--- src/rtl/dma_burst_ctrl_if.sv ---
// Descriptor, status and per-chunk read/write control bundle between the DMA sequencer and its neighbours.
// master = sequencer side, slave = descriptor source / AXI master side.
interface dma_burst_ctrl_if #(
    parameter int ADDR_WIDTH      = 32,
    parameter int BURST_LEN_WIDTH = 8,
    parameter int LEN_WIDTH       = 16
);
    logic                       cfg_start;
    logic [ADDR_WIDTH-1:0]      cfg_src_addr;
    logic [ADDR_WIDTH-1:0]      cfg_dst_addr;
    logic [LEN_WIDTH-1:0]       cfg_len;
    logic                       cfg_busy;
    logic                       cfg_done;
    logic                       start_read;
    logic [ADDR_WIDTH-1:0]      target_read_addr;
    logic [BURST_LEN_WIDTH-1:0] target_read_burst_len;
    logic                       done_read;
    logic                       start_write;
    logic [ADDR_WIDTH-1:0]      target_write_addr;
    logic [BURST_LEN_WIDTH-1:0] target_write_burst_len;
    logic                       done_write;

    modport master (
        input  cfg_start, cfg_src_addr, cfg_dst_addr, cfg_len, done_read, done_write,
        output cfg_busy, cfg_done, start_read, target_read_addr, target_read_burst_len,
               start_write, target_write_addr, target_write_burst_len
    );

    modport slave (
        output cfg_start, cfg_src_addr, cfg_dst_addr, cfg_len, done_read, done_write,
        input  cfg_busy, cfg_done, start_read, target_read_addr, target_read_burst_len,
               start_write, target_write_addr, target_write_burst_len
    );
endinterface

--- src/rtl/dma_burst_ctrl.sv ---
// Splits one copy descriptor into bursts; start pulses 1 cycle after accept, next chunk 1 cycle after both dones.
// Waits indefinitely for both dones per chunk; optional 4 KB split via DMA_4K_BOUNDARY_SPLIT_EN.
module dma_burst_ctrl #(
    parameter int ADDR_WIDTH      = 32,
    parameter int BURST_LEN_WIDTH = 8,
    parameter int LEN_WIDTH       = 16,
    parameter int MAX_BEATS       = 16
) (
    input  logic             clk,
    input  logic             rst,
    dma_burst_ctrl_if.master bus
);
    localparam int CW = (LEN_WIDTH > 13) ? LEN_WIDTH : 13;

    typedef enum logic [1:0] {S_IDLE, S_ISSUE, S_WAIT, S_FIN} state_t;

    state_t                     r_state;
    state_t                     w_next;
    logic [ADDR_WIDTH-1:0]      r_src_ptr;
    logic [ADDR_WIDTH-1:0]      r_dst_ptr;
    logic [LEN_WIDTH-1:0]       r_rem;
    logic [ADDR_WIDTH-1:0]      r_rd_addr;
    logic [ADDR_WIDTH-1:0]      r_wr_addr;
    logic [BURST_LEN_WIDTH-1:0] r_burst_len;
    logic                       r_rd_seen;
    logic                       r_wr_seen;
    logic                       r_zero_len;

    logic [ADDR_WIDTH-1:0]      w_cur_src;
    logic [ADDR_WIDTH-1:0]      w_cur_dst;
    logic [LEN_WIDTH-1:0]       w_cur_rem;
    logic [CW-1:0]              w_rem_cap;
    logic [CW-1:0]              w_beats;
    logic [ADDR_WIDTH-1:0]      w_step;
    logic                       w_chunk_done;

    // Chunk is computed on entry to ISSUE so target_* are valid alongside the start pulse.
    assign w_cur_src = (r_state == S_IDLE) ? (bus.cfg_src_addr & ~ADDR_WIDTH'(3)) : r_src_ptr;
    assign w_cur_dst = (r_state == S_IDLE) ? (bus.cfg_dst_addr & ~ADDR_WIDTH'(3)) : r_dst_ptr;
    assign w_cur_rem = (r_state == S_IDLE) ? bus.cfg_len : r_rem;
    assign w_rem_cap = (CW'(w_cur_rem) > CW'(MAX_BEATS)) ? CW'(MAX_BEATS) : CW'(w_cur_rem);

`ifdef DMA_4K_BOUNDARY_SPLIT_EN
    logic [CW-1:0] w_src_4k;
    logic [CW-1:0] w_dst_4k;
    assign w_src_4k = CW'(13'd4096 - {1'b0, w_cur_src[11:0]}) >> 2;
    assign w_dst_4k = CW'(13'd4096 - {1'b0, w_cur_dst[11:0]}) >> 2;

    always_comb begin
        w_beats = w_rem_cap;
        if (w_beats > w_src_4k) w_beats = w_src_4k;
        if (w_beats > w_dst_4k) w_beats = w_dst_4k;
    end
`else
    assign w_beats = w_rem_cap;
`endif

    assign w_step       = ADDR_WIDTH'({w_beats, 2'b00});
    assign w_chunk_done = (r_rd_seen | bus.done_read) & (r_wr_seen | bus.done_write);

    always_ff @(posedge clk) begin
        if (rst) r_state <= S_IDLE;
        else     r_state <= w_next;
    end

    always_comb begin
        w_next = r_state;
        case (r_state)
            S_IDLE:  if (bus.cfg_start) w_next = (bus.cfg_len == '0) ? S_FIN : S_ISSUE;
            S_ISSUE: w_next = S_WAIT;
            S_WAIT:  if (w_chunk_done) w_next = (r_rem == '0) ? S_FIN : S_ISSUE;
            default: w_next = S_IDLE;
        endcase
    end

    always_comb begin
        bus.start_read             = (r_state == S_ISSUE);
        bus.start_write            = (r_state == S_ISSUE);
        bus.cfg_done               = (r_state == S_FIN);
        bus.cfg_busy               = (r_state != S_IDLE) && !((r_state == S_FIN) && r_zero_len);
        bus.target_read_addr       = r_rd_addr;
        bus.target_write_addr      = r_wr_addr;
        bus.target_read_burst_len  = r_burst_len;
        bus.target_write_burst_len = r_burst_len;
    end

    always_ff @(posedge clk) begin
        if (rst) begin
            r_src_ptr   <= '0;
            r_dst_ptr   <= '0;
            r_rem       <= '0;
            r_rd_addr   <= '0;
            r_wr_addr   <= '0;
            r_burst_len <= '0;
            r_rd_seen   <= 1'b0;
            r_wr_seen   <= 1'b0;
            r_zero_len  <= 1'b0;
        end else begin
            if (w_next == S_ISSUE) begin
                r_rd_addr   <= w_cur_src;
                r_wr_addr   <= w_cur_dst;
                r_burst_len <= BURST_LEN_WIDTH'(w_beats - CW'(1));
                r_src_ptr   <= w_cur_src + w_step;
                r_dst_ptr   <= w_cur_dst + w_step;
                r_rem       <= w_cur_rem - LEN_WIDTH'(w_beats);
            end
            if (r_state == S_IDLE && bus.cfg_start)
                r_zero_len <= (bus.cfg_len == '0);
            // Latches only live while a chunk is outstanding; anything else clears them.
            r_rd_seen <= (r_state == S_WAIT) && (w_next == S_WAIT) && (r_rd_seen | bus.done_read);
            r_wr_seen <= (r_state == S_WAIT) && (w_next == S_WAIT) && (r_wr_seen | bus.done_write);
        end
    end
endmodule

--- src/flat_wrapper.sv ---
// flat-port wrapper written by rule: the top's interface ports become plain ports
module dma_burst_ctrl_flat 
#(
    parameter int ADDR_WIDTH      = 32,
    parameter int BURST_LEN_WIDTH = 8,
    parameter int LEN_WIDTH       = 16,
    parameter int MAX_BEATS       = 16
)
  (clk, rst, bus_cfg_start, bus_cfg_src_addr, bus_cfg_dst_addr, bus_cfg_len, bus_done_read, bus_done_write, bus_cfg_busy, bus_cfg_done, bus_start_read, bus_target_read_addr, bus_target_read_burst_len, bus_start_write, bus_target_write_addr, bus_target_write_burst_len);
  dma_burst_ctrl_if #(.ADDR_WIDTH(ADDR_WIDTH), .BURST_LEN_WIDTH(BURST_LEN_WIDTH), .LEN_WIDTH(LEN_WIDTH)) bus_i ();
  input  logic clk;
  input  logic rst;
  input wire logic [$bits(bus_i.cfg_start)-1:0] bus_cfg_start;
  input wire logic [$bits(bus_i.cfg_src_addr)-1:0] bus_cfg_src_addr;
  input wire logic [$bits(bus_i.cfg_dst_addr)-1:0] bus_cfg_dst_addr;
  input wire logic [$bits(bus_i.cfg_len)-1:0] bus_cfg_len;
  input wire logic [$bits(bus_i.done_read)-1:0] bus_done_read;
  input wire logic [$bits(bus_i.done_write)-1:0] bus_done_write;
  output wire logic [$bits(bus_i.cfg_busy)-1:0] bus_cfg_busy;
  output wire logic [$bits(bus_i.cfg_done)-1:0] bus_cfg_done;
  output wire logic [$bits(bus_i.start_read)-1:0] bus_start_read;
  output wire logic [$bits(bus_i.target_read_addr)-1:0] bus_target_read_addr;
  output wire logic [$bits(bus_i.target_read_burst_len)-1:0] bus_target_read_burst_len;
  output wire logic [$bits(bus_i.start_write)-1:0] bus_start_write;
  output wire logic [$bits(bus_i.target_write_addr)-1:0] bus_target_write_addr;
  output wire logic [$bits(bus_i.target_write_burst_len)-1:0] bus_target_write_burst_len;
  assign bus_i.cfg_start = bus_cfg_start;
  assign bus_i.cfg_src_addr = bus_cfg_src_addr;
  assign bus_i.cfg_dst_addr = bus_cfg_dst_addr;
  assign bus_i.cfg_len = bus_cfg_len;
  assign bus_i.done_read = bus_done_read;
  assign bus_i.done_write = bus_done_write;
  assign bus_cfg_busy = bus_i.cfg_busy;
  assign bus_cfg_done = bus_i.cfg_done;
  assign bus_start_read = bus_i.start_read;
  assign bus_target_read_addr = bus_i.target_read_addr;
  assign bus_target_read_burst_len = bus_i.target_read_burst_len;
  assign bus_start_write = bus_i.start_write;
  assign bus_target_write_addr = bus_i.target_write_addr;
  assign bus_target_write_burst_len = bus_i.target_write_burst_len;
  dma_burst_ctrl #(.ADDR_WIDTH(ADDR_WIDTH), .BURST_LEN_WIDTH(BURST_LEN_WIDTH), .LEN_WIDTH(LEN_WIDTH), .MAX_BEATS(MAX_BEATS)) u_core (.clk(clk), .rst(rst), .bus(bus_i));
endmodule
--- config.mk ---
export PLATFORM = sky130hd
export DESIGN_NAME = dma_burst_ctrl_flat
export DESIGN_NICKNAME = d
export VERILOG_FILES = /design/src/rtl/dma_burst_ctrl_if.sv /design/src/rtl/dma_burst_ctrl.sv /design/src/flat_wrapper.sv
export SDC_FILE = /design/constraint.sdc
export NUM_CORES = 1
export LEC_CHECK = 0
export CORE_MARGIN = 3
export CORE_UTILIZATION = 30
export CTS_CLUSTER_SIZE = 40
export DETAILED_ROUTE_END_ITERATION = 7
export PLACE_DENSITY = 0.52
export SYNTH_ARGS = -nofsm -noshare
export SYNTH_HDL_FRONTEND = slang
export SYNTH_SLANG_ARGS = --single-unit
--- constraint.sdc ---
create_clock -name clk -period 8 [get_ports clk]
set_input_delay 0.8 -clock clk [delete_from_list [all_inputs] [get_ports clk]]
set_output_delay 0.8 -clock clk [all_outputs]
set_load 0.01 [all_outputs]
## Word-level counts from Yosys, hierarchy flattened

Index checks and enable logic that the tools add are counted.

| word-level totals | value |
|---|---|
| flip-flop bits (word level) | 157 |
| input bits | 85 |

| operators by class | value |
|---|---|
| $add $sub $neg | 4 |
| $lt $le $gt $ge | 1 |
| equality and inequality tests | 5 |
| muxes and demuxes | 9 |
| bitwise logic cells | 3 |
| reductions and logical operators | 11 |

Operators with widths:

| operator | number |
|---|---|
| adder 32 x 18 -> 32 bit | 2 |
| two-way mux 32 bit | 2 |
| logical NOT 16 bit | 2 |
| two-way mux 16 bit | 2 |
| greater-than comparator 16 x 5 -> 1 bit (second input constant) | 1 |
| subtractor 16 bit | 1 |
| two-way mux 2 bit | 4 |
| subtractor 8 x 1 -> 8 bit (second input constant) | 1 |
| == test 2 bit (second input constant) | 3 |
| logical AND 1 bit | 6 |
| one-hot mux 2 bit (3 select lines) | 1 |
| == test 2 x 1 -> 1 bit (second input constant) | 2 |
| logical NOT 2 bit | 1 |
| bitwise OR 1 bit | 2 |
| nonzero test 2 bit | 1 |
| bitwise AND 1 bit | 1 |
| logical NOT 1 bit | 1 |

## Logic depth before layout (Yosys ltp)

| depth | value |
|---|---|
| word-level depth | 7 |
| depth in mapped cells | 19 |
| gate-level depth less buffers | 15 |

## Worst setup path before layout

OpenSTA, ideal clock, no wires.

| path | value |
|---|---|
| kind | input to register |
| from | input bus_cfg_len[11] |
| to | register u_core.r_dst_ptr[28] |
| library setup time | 0.079 ns |
| arrival time | 4.884 ns |
| path slack | 3.037 ns |
| cell stages on the path | 15 |
| path buffers | 0 |
| path through | or4_4 > nor4_1 > o21ba_2 > nand2b_1 > a21oi_1 > ha_1 > inv_1 > fa_1 > nor2b_1 > o31ai_1 > a2111o_1 > a221oi_4 > o21ai_2 > or4_1 > o211ai_1 |

| between the ends | value |
|---|---|
| cells in the longest elaborated chain, start to end | 5 |

RTL lines:

| element | line | RTL |
|---|---|---|
| from (decl) | flat_wrapper.sv:16 | `input wire logic [$bits(bus_i.cfg_len)-1:0] bus_cfg_len;` |
| branches (longest 5 deep; another with adder 32 x 18 -> 32 bit) | - |  |
| to (signal assigned) | dma_burst_ctrl.sv:104 | `r_dst_ptr <= w_cur_dst + w_step;` |
| to (decl) | dma_burst_ctrl.sv:20 | `logic [ADDR_WIDTH-1:0] r_dst_ptr;` |

Parallel ways; which one is timed is not known.
A chain may end at the register's enable or synchronous reset.

## Worst setup path in the final report

| path | value |
|---|---|
| from | register u_core.r_state[0] |
| to | register u_core.r_dst_ptr[28] |

| between the ends | value |
|---|---|
| cells in the longest elaborated chain, start to end | 5 |

RTL lines:

| element | line | RTL |
|---|---|---|
| from (decl) | dma_burst_ctrl.sv:17 | `state_t r_state;` |
| from (signal assigned) | dma_burst_ctrl.sv:63 | `else r_state <= w_next;` |
| logical NOT 2 bit | dma_burst_ctrl.sv:39, dma_burst_ctrl.sv:40, dma_burst_ctrl.sv:68 |  |
| two-way mux 16 bit | dma_burst_ctrl.sv:40 | `assign w_cur_rem = (r_state == S_IDLE) ? bus.cfg_len : r_rem;` |
| greater-than comparator 16 x 5 -> 1 bit | dma_burst_ctrl.sv:41 | `assign w_rem_cap = (CW'(w_cur_rem) > CW'(MAX_BEATS)) ? CW'(MAX_BEATS) : CW'(w_cur_rem);` |
| two-way mux 16 bit | dma_burst_ctrl.sv:41 |  |
| adder 32 x 18 -> 32 bit | dma_burst_ctrl.sv:104 |  |

Several ways; a longest one is shown, not always the timed one.

==> run metrics <==
Yosys reg bits=149; Post-synth EDFFs=0; Num CTS Buffers=17; clk_lat worst skew=420 ps; register area share after synthesis=0.313; vias in the first global route=9176; Worst R2R End=u_core.r_dst_ptr[28]$_SDFFE_PP0N_; Hold Startpoint=u_core.r_dst_ptr[5]$_SDFFE_PP0N_; R2R setup slack=1990 ps; clock skew=14.2 ps; post-synthesis cell area=9520 um2; first-pass GRT wire length=49.6 mm; die area=33900 um2; DP Area=11300 um2; standard-cell rows=64; post-CTS setup buffer count=0; vias per cell=5.42; nets=1485; dpl hpwl=20.9 mm; CTS tree=done; Post-route DRC=0; total power=2.82 mW; Final Setup Violations=0; synth warn=0; Place WS=1750 ps; Final Wtd Congestion=0.871; fmax=166 MHz; Critical Path End=u_core.r_dst_ptr[28]$_SDFFE_PP0N_; CORE AREA=30900 um2; clk sinks=149; PortBufs=160; final wirelength=30.8 mm; Tcrit/Tclk final=0.751; crit path max fanout=38; Post-Layout Inst Area=12000 um2; most common cell after layout, fill and taps aside=nand2_1; first-iteration detailed-routing DRC count=507; Slew Limit Fails=0; outcome=finished, final reports clean; RSZ-0062 raised after global routing=no; Gate Count Post-Synth=1268; Synth Flop Type=dfxtp_1; Power Density=235 nW/um2; via count=9658; CTS root buf=clkbuf_16; syn avg cell area=7.51 um2; Setup crit start kind=register; Cell variety after synth=75; CP required=8340 ps; commonest non-fill, non-tap cells in the layout=nand2_1, clkdlybuf4s50_1, nor2_1; area added between synthesis and finish=25.7%; CP Capture Type=register; setup TNS=0 ps; cts hold-fix bufs=0; CTS Buffer Depth=2; Final min period=6010 ps; Antenna Cells=0; Fin. Hold Viols=0; layout cell share with drive strength beyond 1=0.0627; Max Cap Violations=0; clock transition at the registers of the reported paths=70 ps; I/O Pins=169; fraction of registers with async set/reset=0; wire per inst=17.3 um; Lkg Pwr=4.45 nW; r2r startpoint=u_core.r_state[0]$_SDFF_PP0_; Worst Hold Class=register to register; Worst VDD drop=0.000135 V; Max-slew headroom=0.305; Initial Util=0.308; Die Ht=184 um; crit path setup slack, layout=1990 ps; total track usage=0.180; initial antenna violation count=0; Crit Path Category=register to register; Overflow after GRT=0; crit path DAT=6350 ps; Resize count post-CTS=0; Slew @ Worst Pin=1040 ps; largest net degree at the start of global routing=206; H-tree levels=4; Routed Antenna Nets=0; drt pass-1 iters=5; Die X=184 um; Hold WS=454 ps; CP startpoint=u_core.r_state[0]$_SDFF_PP0_; Reg2Reg Depth=16
## power by group
group          switching, mW  internal, mW
Sequential            0.0916         0.855
Combinational          0.563         0.397
Clock                  0.355         0.555
Total                   1.01          1.81
## worst min-delay path by stage
| stage | end | cells past startpoint |
|---|---|---|
| floorplan | u_core.r_src_ptr[16]$_SDFFE_PP0N_ | 2 |
| global placement | u_core.r_src_ptr[5]$_SDFFE_PP0N_ | 2 |
| detailed placement | u_core.r_dst_ptr[5]$_SDFFE_PP0N_ | 2 |
| CTS | u_core.r_dst_ptr[5]$_SDFFE_PP0N_ | 2 |
| global route | u_core.r_src_ptr[16]$_SDFFE_PP0N_ | 2 |
| finish | u_core.r_dst_ptr[5]$_SDFFE_PP0N_ | 2 |
## stage by stage
stage / cells / util
6_report: 1783 / 0.387
5_1_grt: 1783 / 0.387
4_1_cts: 1783 / 0.387
3_5_place_dp: 1751 / 0.366
3_3_place_gp: 1751 / 0.366
2_1_floorplan: 1283 / -
## critical path: stages (launching register included)
cell,delay [ps]
dfxtp_1,930
or2_2,230
buf_4,390
o21ai_1,340
o21ba_2,410
nand2b_1,190
a21oi_1,480
ha_1,310
inv_1,70
fa_1,380
nor2b_1,200
o31ai_1,140
a2111o_1,490
a221oi_4,520
o21ai_2,200
or4_1,530
o211ai_1,90
## layout make-up
class | count | area [um2]
inverter | 22 | 82.6
sequential | 149 | 2980
clock buffer | 20 | 467
timing repair buffer | 173 | 1710
multi-input combinational | 1011 | 6030
clock inverter | 12 | 191
fill | 3243 | 18900
tap | 396 | 495
## cells in the mapped netlist (all sizes together), types with 7 or more instances
cell type,n,area [um2]
nand2b,8,50.1
or3,9,61.3
and3,7,43.8
mux2i,36,360
nand2,178,668
a211oi,52,390
o211ai,30,225
o21bai,9,67.6
nor4,14,87.6
xnor2,10,87.6
mux2,13,146
dfxtp,149,2980
a41oi,7,61.3
nand4,10,62.6
a21o,11,82.6
nand3b,13,97.6
ha,24,300
clkbuf,52,195
o2111ai,11,96.3
a311oi,9,78.8
inv,22,82.6
o21ai,77,389
o21a,7,52.6
a22oi,8,60.1
and2,10,62.6
nor3,49,250
a21oi,69,345
nand3,42,210
or2,13,81.3
buf,49,292
a31oi,33,206
nor2,155,589
o31ai,7,52.6
## registers in the layout, summed over array words and instances (netlist names)
name and flops:
u_core.bus.target_read_addr 30, u_core.bus.target_read_burst_len 8, u_core.bus.target_write_addr 30, u_core.r_dst_ptr 30, u_core.r_rd_seen 1, u_core.r_rem 16, u_core.r_src_ptr 30, u_core.r_state 2
u_core.r_wr_seen 1, u_core.r_zero_len 1
## routing by layer
| layer | share of wire | GRT usage |
|---|---|---|
| met2 | 0.46 | 0.294 |
| met4 | 0.011 | 0.0381 |
| met5 | 0 | 0 |
| met3 | 0.042 | 0.0294 |
| met1 | 0.48 | 0.250 |
## logic make-up (layout without fill, tap and decap cells)
group,Yosys count,in the layout,synth area share
compound gates,373,373,0.265
buf+inv,123,227,0.0598
other cells,2,17,0.000789
simple gates,534,534,0.261
flops,149,149,0.313
mux,49,49,0.0532
fa+ha+maj,26,26,0.0358
xor+xnor,12,12,0.0110
Note: power is estimated with default switching activity, not from simulation.
